**src/rtl/ram_prefetch_ctrl_if.sv**
```systemverilog
// ram_prefetch_ctrl_if
// Bundles the control, status and strobe signals between the FIFO control
// logic / buffer consumer (master side) and the RAM prefetch controller
// (slave side). Clock and reset are kept as plain module ports.
//
// Signals:
//   enable        master->slave  prefetch permission (RAM-read phase)
//   ram_empty     master->slave  RAM storage holds no readable word
//   buf_read      master->slave  consumer pops one buffered word this cycle
//   flush         master->slave  synchronous abort of buffer and in-flight reads
//   ram_read      slave->master  RAM read strobe, one word per asserted cycle
//   buf_write     slave->master  RAM data valid at the buffer input this cycle
//   credit        slave->master  free slots not reserved by in-flight reads
//   inflight      slave->master  reads issued but not yet returned
//   occupancy     slave->master  words held in the buffer
//   busy          slave->master  controller is fetching or draining
//   err_underflow slave->master  one-cycle pulse after an illegal buf_read
interface ram_prefetch_ctrl_if #(
   parameter int CNT_WIDTH = 3
);
   logic                 enable;
   logic                 ram_empty;
   logic                 buf_read;
   logic                 flush;
   logic                 ram_read;
   logic                 buf_write;
   logic [CNT_WIDTH-1:0] credit;
   logic [CNT_WIDTH-1:0] inflight;
   logic [CNT_WIDTH-1:0] occupancy;
   logic                 busy;
   logic                 err_underflow;

   modport master (
      output enable, ram_empty, buf_read, flush,
      input  ram_read, buf_write, credit, inflight, occupancy, busy, err_underflow
   );

   modport slave (
      input  enable, ram_empty, buf_read, flush,
      output ram_read, buf_write, credit, inflight, occupancy, busy, err_underflow
   );
endinterface

```
**src/rtl/ram_prefetch_ctrl.sv**
```systemverilog
// ram_prefetch_ctrl
// Issues RAM reads ahead of the consumer into a small output buffer. Every
// read reserves one buffer slot at issue time, so the buffer can never be
// overrun: credit = BUF_DEPTH - occupancy - inflight, and a read is only
// issued while credit is non-zero. Read data returns a fixed LATENCY cycles
// after the strobe, tracked by a shift register of valid bits.
//
// Parameters:
//   LATENCY    RAM read latency in cycles (1..8)
//   BUF_DEPTH  output buffer entries (2..16)
//   CNT_WIDTH  width of the credit/inflight/occupancy counts
// Ports:
//   clk    rising-edge clock
//   reset  asynchronous, active-low reset
//   bus    slave side of ram_prefetch_ctrl_if (controls in, strobes/counts out)
module ram_prefetch_ctrl #(
   parameter int LATENCY   = 3,
   parameter int BUF_DEPTH = 4,
   parameter int CNT_WIDTH = $clog2(BUF_DEPTH) + 1
) (
   input  logic               clk,
   input  logic               reset,
   ram_prefetch_ctrl_if.slave bus
);

   localparam logic [1:0] ST_IDLE  = 2'd0;
   localparam logic [1:0] ST_FETCH = 2'd1;
   localparam logic [1:0] ST_DRAIN = 2'd2;

   localparam logic [CNT_WIDTH-1:0] DEPTH_C = CNT_WIDTH'(BUF_DEPTH);

   logic [1:0]           state_reg;
   logic [1:0]           state_next;
   logic [LATENCY-1:0]   pipe_reg;
   logic [LATENCY-1:0]   pipe_next;
   logic [CNT_WIDTH-1:0] inflight_reg;
   logic [CNT_WIDTH-1:0] inflight_next;
   logic [CNT_WIDTH-1:0] occupancy_reg;
   logic [CNT_WIDTH-1:0] occupancy_next;
   logic                 err_reg;
   logic                 err_next;

   logic [CNT_WIDTH-1:0] credit_c;
   logic                 ram_read_c;
   logic                 buf_write_c;
   logic                 rd_legal_c;
   logic [CNT_WIDTH:0]   booked_c;

   // Slots already promised: words held plus words still on their way.
   assign credit_c = DEPTH_C - occupancy_reg - inflight_reg;

   assign ram_read_c = (state_reg == ST_FETCH) & bus.enable & ~bus.ram_empty &
                       (credit_c != '0) & ~bus.flush;

   // Data returning during a flush belongs to a discarded read; suppress it.
   assign buf_write_c = pipe_reg[LATENCY-1] & ~bus.flush;

   // Legality is judged on the registered occupancy, so a word arriving in
   // the same cycle cannot be popped yet.
   assign rd_legal_c = bus.buf_read & (occupancy_reg != '0);

   // ------------------------------------------------------------------
   // Read-return pipeline: stage 0 takes the strobe, last stage is the
   // buffer write. A flush empties every stage at once.
   // ------------------------------------------------------------------
   assign pipe_next[0] = ram_read_c & ~bus.flush;

   generate
      for (genvar gi = 1; gi < LATENCY; gi++) begin : g_pipe
         assign pipe_next[gi] = pipe_reg[gi-1] & ~bus.flush;
      end
   endgenerate

   // ------------------------------------------------------------------
   // State machine
   // ------------------------------------------------------------------
   always_comb begin
      state_next = state_reg;
      if (bus.flush) begin
         state_next = ST_IDLE;
      end else begin
         case (state_reg)
            ST_IDLE: begin
               if (bus.enable) state_next = ST_FETCH;
            end
            ST_FETCH: begin
               if (!bus.enable) begin
                  state_next = (inflight_reg != '0) ? ST_DRAIN : ST_IDLE;
               end
            end
            ST_DRAIN: begin
               if (bus.enable) begin
                  state_next = ST_FETCH;
               end else if (inflight_reg == '0) begin
                  state_next = ST_IDLE;
               end
            end
            default: state_next = ST_IDLE;
         endcase
      end
   end

   // ------------------------------------------------------------------
   // Counters and underflow flag
   // ------------------------------------------------------------------
   always_comb begin
      inflight_next  = inflight_reg;
      occupancy_next = occupancy_reg;
      err_next       = bus.buf_read & (occupancy_reg == '0);
      if (bus.flush) begin
         inflight_next  = '0;
         occupancy_next = '0;
      end else begin
         inflight_next  = inflight_reg + CNT_WIDTH'(ram_read_c) - CNT_WIDTH'(buf_write_c);
         occupancy_next = occupancy_reg + CNT_WIDTH'(buf_write_c) - CNT_WIDTH'(rd_legal_c);
      end
   end

   always_ff @(posedge clk or negedge reset) begin
      if (!reset) begin
         state_reg     <= ST_IDLE;
         pipe_reg      <= '0;
         inflight_reg  <= '0;
         occupancy_reg <= '0;
         err_reg       <= 1'b0;
      end else begin
         state_reg     <= state_next;
         pipe_reg      <= pipe_next;
         inflight_reg  <= inflight_next;
         occupancy_reg <= occupancy_next;
         err_reg       <= err_next;
      end
   end

   // ------------------------------------------------------------------
   // Outputs
   // ------------------------------------------------------------------
   assign bus.ram_read      = ram_read_c;
   assign bus.buf_write     = buf_write_c;
   assign bus.credit        = credit_c;
   assign bus.inflight      = inflight_reg;
   assign bus.occupancy     = occupancy_reg;
   assign bus.busy          = (state_reg == ST_FETCH) | (state_reg == ST_DRAIN);
   assign bus.err_underflow = err_reg;

   // Credit gating makes overbooking impossible; catch it if logic changes.
   assign booked_c = {1'b0, occupancy_reg} + {1'b0, inflight_reg};

   ap_no_overbook : assert property (@(posedge clk) disable iff (!reset)
      booked_c <= (CNT_WIDTH+1)'(BUF_DEPTH));

endmodule

```
**src/flat_wrapper.sv**
```systemverilog
// flat-port wrapper written by rule: the top's interface ports become plain ports
module ram_prefetch_ctrl_flat 
#(
   parameter int LATENCY   = 3,
   parameter int BUF_DEPTH = 4,
   parameter int CNT_WIDTH = $clog2(BUF_DEPTH) + 1
)
  (clk, reset, bus_enable, bus_ram_empty, bus_buf_read, bus_flush, bus_ram_read, bus_buf_write, bus_credit, bus_inflight, bus_occupancy, bus_busy, bus_err_underflow);
  ram_prefetch_ctrl_if #(.CNT_WIDTH(CNT_WIDTH)) bus_i ();
  input  logic clk;
  input  logic reset;
  input wire logic [$bits(bus_i.enable)-1:0] bus_enable;
  input wire logic [$bits(bus_i.ram_empty)-1:0] bus_ram_empty;
  input wire logic [$bits(bus_i.buf_read)-1:0] bus_buf_read;
  input wire logic [$bits(bus_i.flush)-1:0] bus_flush;
  output wire logic [$bits(bus_i.ram_read)-1:0] bus_ram_read;
  output wire logic [$bits(bus_i.buf_write)-1:0] bus_buf_write;
  output wire logic [$bits(bus_i.credit)-1:0] bus_credit;
  output wire logic [$bits(bus_i.inflight)-1:0] bus_inflight;
  output wire logic [$bits(bus_i.occupancy)-1:0] bus_occupancy;
  output wire logic [$bits(bus_i.busy)-1:0] bus_busy;
  output wire logic [$bits(bus_i.err_underflow)-1:0] bus_err_underflow;
  assign bus_i.enable = bus_enable;
  assign bus_i.ram_empty = bus_ram_empty;
  assign bus_i.buf_read = bus_buf_read;
  assign bus_i.flush = bus_flush;
  assign bus_ram_read = bus_i.ram_read;
  assign bus_buf_write = bus_i.buf_write;
  assign bus_credit = bus_i.credit;
  assign bus_inflight = bus_i.inflight;
  assign bus_occupancy = bus_i.occupancy;
  assign bus_busy = bus_i.busy;
  assign bus_err_underflow = bus_i.err_underflow;
  ram_prefetch_ctrl #(.LATENCY(LATENCY), .BUF_DEPTH(BUF_DEPTH), .CNT_WIDTH(CNT_WIDTH)) u_core (.clk(clk), .reset(reset), .bus(bus_i));
endmodule
```
**config.mk**
```make
export PLATFORM = sky130hd
export DESIGN_NAME = ram_prefetch_ctrl_flat
export DESIGN_NICKNAME = d
export VERILOG_FILES = /design/src/rtl/ram_prefetch_ctrl_if.sv /design/src/rtl/ram_prefetch_ctrl.sv /design/src/flat_wrapper.sv
export SDC_FILE = /design/constraint.sdc
export NUM_CORES = 1
export LEC_CHECK = 0
export ABC_AREA = 1
export CORE_ASPECT_RATIO = 0.75
export CORE_MARGIN = 1
export CORE_UTILIZATION = 37
export CTS_BUF_LIST = sky130_fd_sc_hd__clkbuf_8
export CTS_CLUSTER_SIZE = 28
export DETAILED_ROUTE_END_ITERATION = 6
export SETUP_SLACK_MARGIN = 0.15
export SLEW_MARGIN = 20
export SYNTH_ARGS = -nofsm -noshare
export SYNTH_HDL_FRONTEND = slang
export SYNTH_SLANG_ARGS = --single-unit
```
**constraint.sdc**
```tcl
create_clock -name clk -period 5.93 [get_ports clk]
set_input_delay 1.186 -clock clk [delete_from_list [all_inputs] [get_ports clk]]
set_output_delay 1.186 -clock clk [all_outputs]
set_load 0.05 [all_outputs]
```
==> results.py <==
metrics = {
    "sta": {
        "achievable_freq_mhz": 233.9,
        "timing_worst_slew_pin_value_ns": 0.5404,
        "layout_worst_path_cycle_share": 0.7209,
        "fin_setup_tns_ns": 0,
        "final_hold_viol_count": 0,
        "rsz0062_at_grt": "false",
        "setup_violations": 0,
        "slew_violations": 0,
        "worst_slew_margin_rel": 0.6386,
        "fin_skew_ns": 0.001281,
        "fin_crit_ns": 4.275,
    },
    "grt": {
        "grt_pass1_vias": 702,
        "gr-usage-all-layers": 0.1705,
        "grt_remaining_overflow": 0,
        "antenna_found_initial": 0,
        "grt_start_max_net_pins": 13,
        "grt_pass1_wl_mm": 3.139,
    },
    "clock_network": {
        "root_buffer": "sky130_fd_sc_hd__clkbuf_8",
        "numClockSinks": 12,
        "ctsHtreeMaxLevel": 1,
        "cts_made_buffers": 3,
        "cts_buffer_depth": 2,
        "cts_resized": 0,
        "clock_tree_from_tritoncts": "built",
        "postCtsSetupRepairBufs": 0,
        "worst_setup_hold_path_clk_slew_ns": 0.05,
        "postCtsHoldBufs": 0,
        "insertion_delay_of_the_later_clocked_pin_in_the_worst_skew_pair_ns": 0.24,
    },
    "place": {
        "post_dp_cell_area_um2": 1060,
        "gp_routability_congestion": 0.7940,
        "dp_cells": 149,
        "io_buffer_count": 18,
        "dp_hpwl_mm": 1.353,
    },
    "drt": {
        "wire_per_inst_um": 11.57,
        "vias": 693,
        "first_iter_violations": 23,
        "dr.pass1.iters": 6,
        "drc_errors": 0,
        "wl_mm": 1.770,
        "ant_nets": 0,
        "post_drt_via_cell_ratio": 4.529,
    },
    "power": {
        "ir_worst_vdd_mv": 0.1961,
        "design_power_uw": 504.9,
        "power_density_nw_per_um2": 452.9,
        "static-leakage-power_nw": 0.5832,
    },
    "final_layout": {
        "nFillCells": 199,
        "synthToLayoutAreaGrowth_pct": 29.51,
        "post_layout_instance_area_um2": 1115,
        "drive_above_1_share": 0.1163,
        "finalNetCount": 149,
        "final_cell_count_without_fillers": 153,
        "diodes": 0,
    },
    "logic_synthesis": {
        "synth_largest_type_area_fraction": 0.3488,
        "postSynthNetCount": 127,
        "mappedNetlistArea_um2": 860.8,
        "synthesis.instances": 108,
        "netlist.top_cell.by_area": "sky130_fd_sc_hd__dfrtp_1",
        "netlist_top_cells_area": "sky130_fd_sc_hd__dfrtp_1, sky130_fd_sc_hd__ha_1, sky130_fd_sc_hd__nand2_1, sky130_fd_sc_hd__inv_1, sky130_fd_sc_hd__nor2_1",
        "synthesis.area_per_instance_um2": 7.971,
        "synth_cell_types": 20,
        "ys_seq_elements": 12,
        "yosysSeqAreaShare": 0.3488,
        "synth.yosys.warnings": 0,
    },
    "run_status": {
        "run_status": "finished, final reports clean",
    },
    "min_path": {
        "hold_path_startpoint": "u_core.pipe_reg[1]$_DFF_PN0_",
        "hold_critical_path_depth": 2,
        "hold_path_end": "u_core.pipe_reg[2]$_DFF_PN0_",
        "timing.hold.worst.class": "register to register",
    },
    "worst_setup_path": {
        "required_time_of_the_critical_path_ns": 4.74,
        "critical_path.endpoint_type": "output port",
        "cp.arrival_ns": 3.09,
        "worstReg2RegEnd": "u_core.bus.inflight[2]$_DFF_PN0_",
        "reg2reg_depth": 15,
        "start_kind": "input pin",
        "setup.reg_to_reg.worst_slack_ns": 3.22,
        "worstReg2RegStart": "u_core.bus.inflight[1]$_DFF_PN0_",
        "cp_max_fo": 11,
        "timing_worst_setup_path_type": "input pin to output port",
    },
    "floorplan": {
        "die_wd_um": 57.70,
        "rows": 14,
        "io_pins": 19,
        "die-area_um2": 2525,
        "initial_utilization": 0.4095,
        "die_h_um": 43.77,
        "floorplan.core_area_um2": 2102,
    },
    "job": {
        "drv.max_cap_violation_count": 0,
    },
}
-- metrics by stage --
step | utilization | worst slack [ns] | hold WS [ns]
4_1_cts | 0.5304 | 1.638 | 0.4726
2_1_floorplan | - | 2.605 | 0.4340
5_1_grt | 0.5304 | 1.527 | 0.4969
6_report | 0.5304 | 1.655 | 0.4695
3_5_place_dp | 0.5042 | 1.653 | 0.4507
3_3_place_gp | 0.5042 | 1.677 | 0.4498
-- routing by layer --
metal | global-route usage | up-vias | wire length (um)
met5 | 0 | - | 0
met4 | 0.01429 | 0 | 8
met3 | 0.06567 | 2 | 92
met2 | 0.2442 | 16 | 780
met1 | 0.2537 | 316 | 888
li1 | - | 359 | -
-- cell families after synthesis --
kind of cell	share of synthesized area
buf+inv	0.1294
simple gates	0.2732
compound gates	0.01162
xor+xnor	0.03053
flops	0.3488
fa+ha+maj	0.2064
-- worst max-delay path by stage --
stage                   end                        startpoint  slack [ns]
2_1_floorplan  bus_ram_read  u_core.bus.inflight[1]$_DFF_PN0_        2.60
3_3_place_gp   bus_ram_read                         bus_flush        1.68
3_5_place_dp   bus_ram_read                         bus_flush        1.65
4_1_cts        bus_ram_read                         bus_flush        1.64
5_1_grt        bus_ram_read                         bus_flush        1.53
6_report       bus_ram_read                         bus_flush        1.65
-- worst max-delay path, stage by stage --
cell	delay, ns
sky130_fd_sc_hd__clkdlybuf4s50_1	0.65
sky130_fd_sc_hd__nor3_2	0.29
sky130_fd_sc_hd__nand2_2	0.09
sky130_fd_sc_hd__inv_1	0.07
sky130_fd_sc_hd__clkdlybuf4s50_1	0.80
-- cells in the mapped netlist, drive strengths merged --
library cell / instances
ha: 11
buf: 1
nor2: 14
fa: 2
dfrtp: 12
and2: 1
inv: 26
nor3: 2
xor2: 1
a21oi: 1
nand3b: 1
xnor2: 2
o21ai: 1
nand3: 4
nand2: 29
-- layout by cell type (no fill, tap or decap), types with 2 or more instances in the layout --
cell,n
sky130_fd_sc_hd__inv_1,23
sky130_fd_sc_hd__nor2_1,14
sky130_fd_sc_hd__fa_1,2
sky130_fd_sc_hd__nand2_1,25
sky130_fd_sc_hd__ha_1,11
sky130_fd_sc_hd__nand3_2,3
sky130_fd_sc_hd__xnor2_1,2
sky130_fd_sc_hd__dfrtp_1,12
sky130_fd_sc_hd__nand2_2,4
sky130_fd_sc_hd__clkdlybuf4s50_1,18
sky130_fd_sc_hd__clkbuf_8,4
sky130_fd_sc_hd__inv_2,2
-- layout make-up --
class                           instances  area (um2)  area share
Clock buffer                            4       55.05     0.04938
Inverter                               26       100.1     0.08979
Multi-Input combinational cell         69       449.2      0.4029
Sequential cell                        12       300.3      0.2694
Tap cell                               24       30.03     0.02694
Timing Repair Buffer                   18       180.2      0.1616
-- power by group --
group / total (mW) / switching (mW) / internal [mW]
logic: 0.304 / 0.197 / 0.106
registers: 0.112 / 0.0150 / 0.0968
clock network: 0.0895 / 0.0308 / 0.0587
No activity file was read; power rests on OpenSTA's default activity.
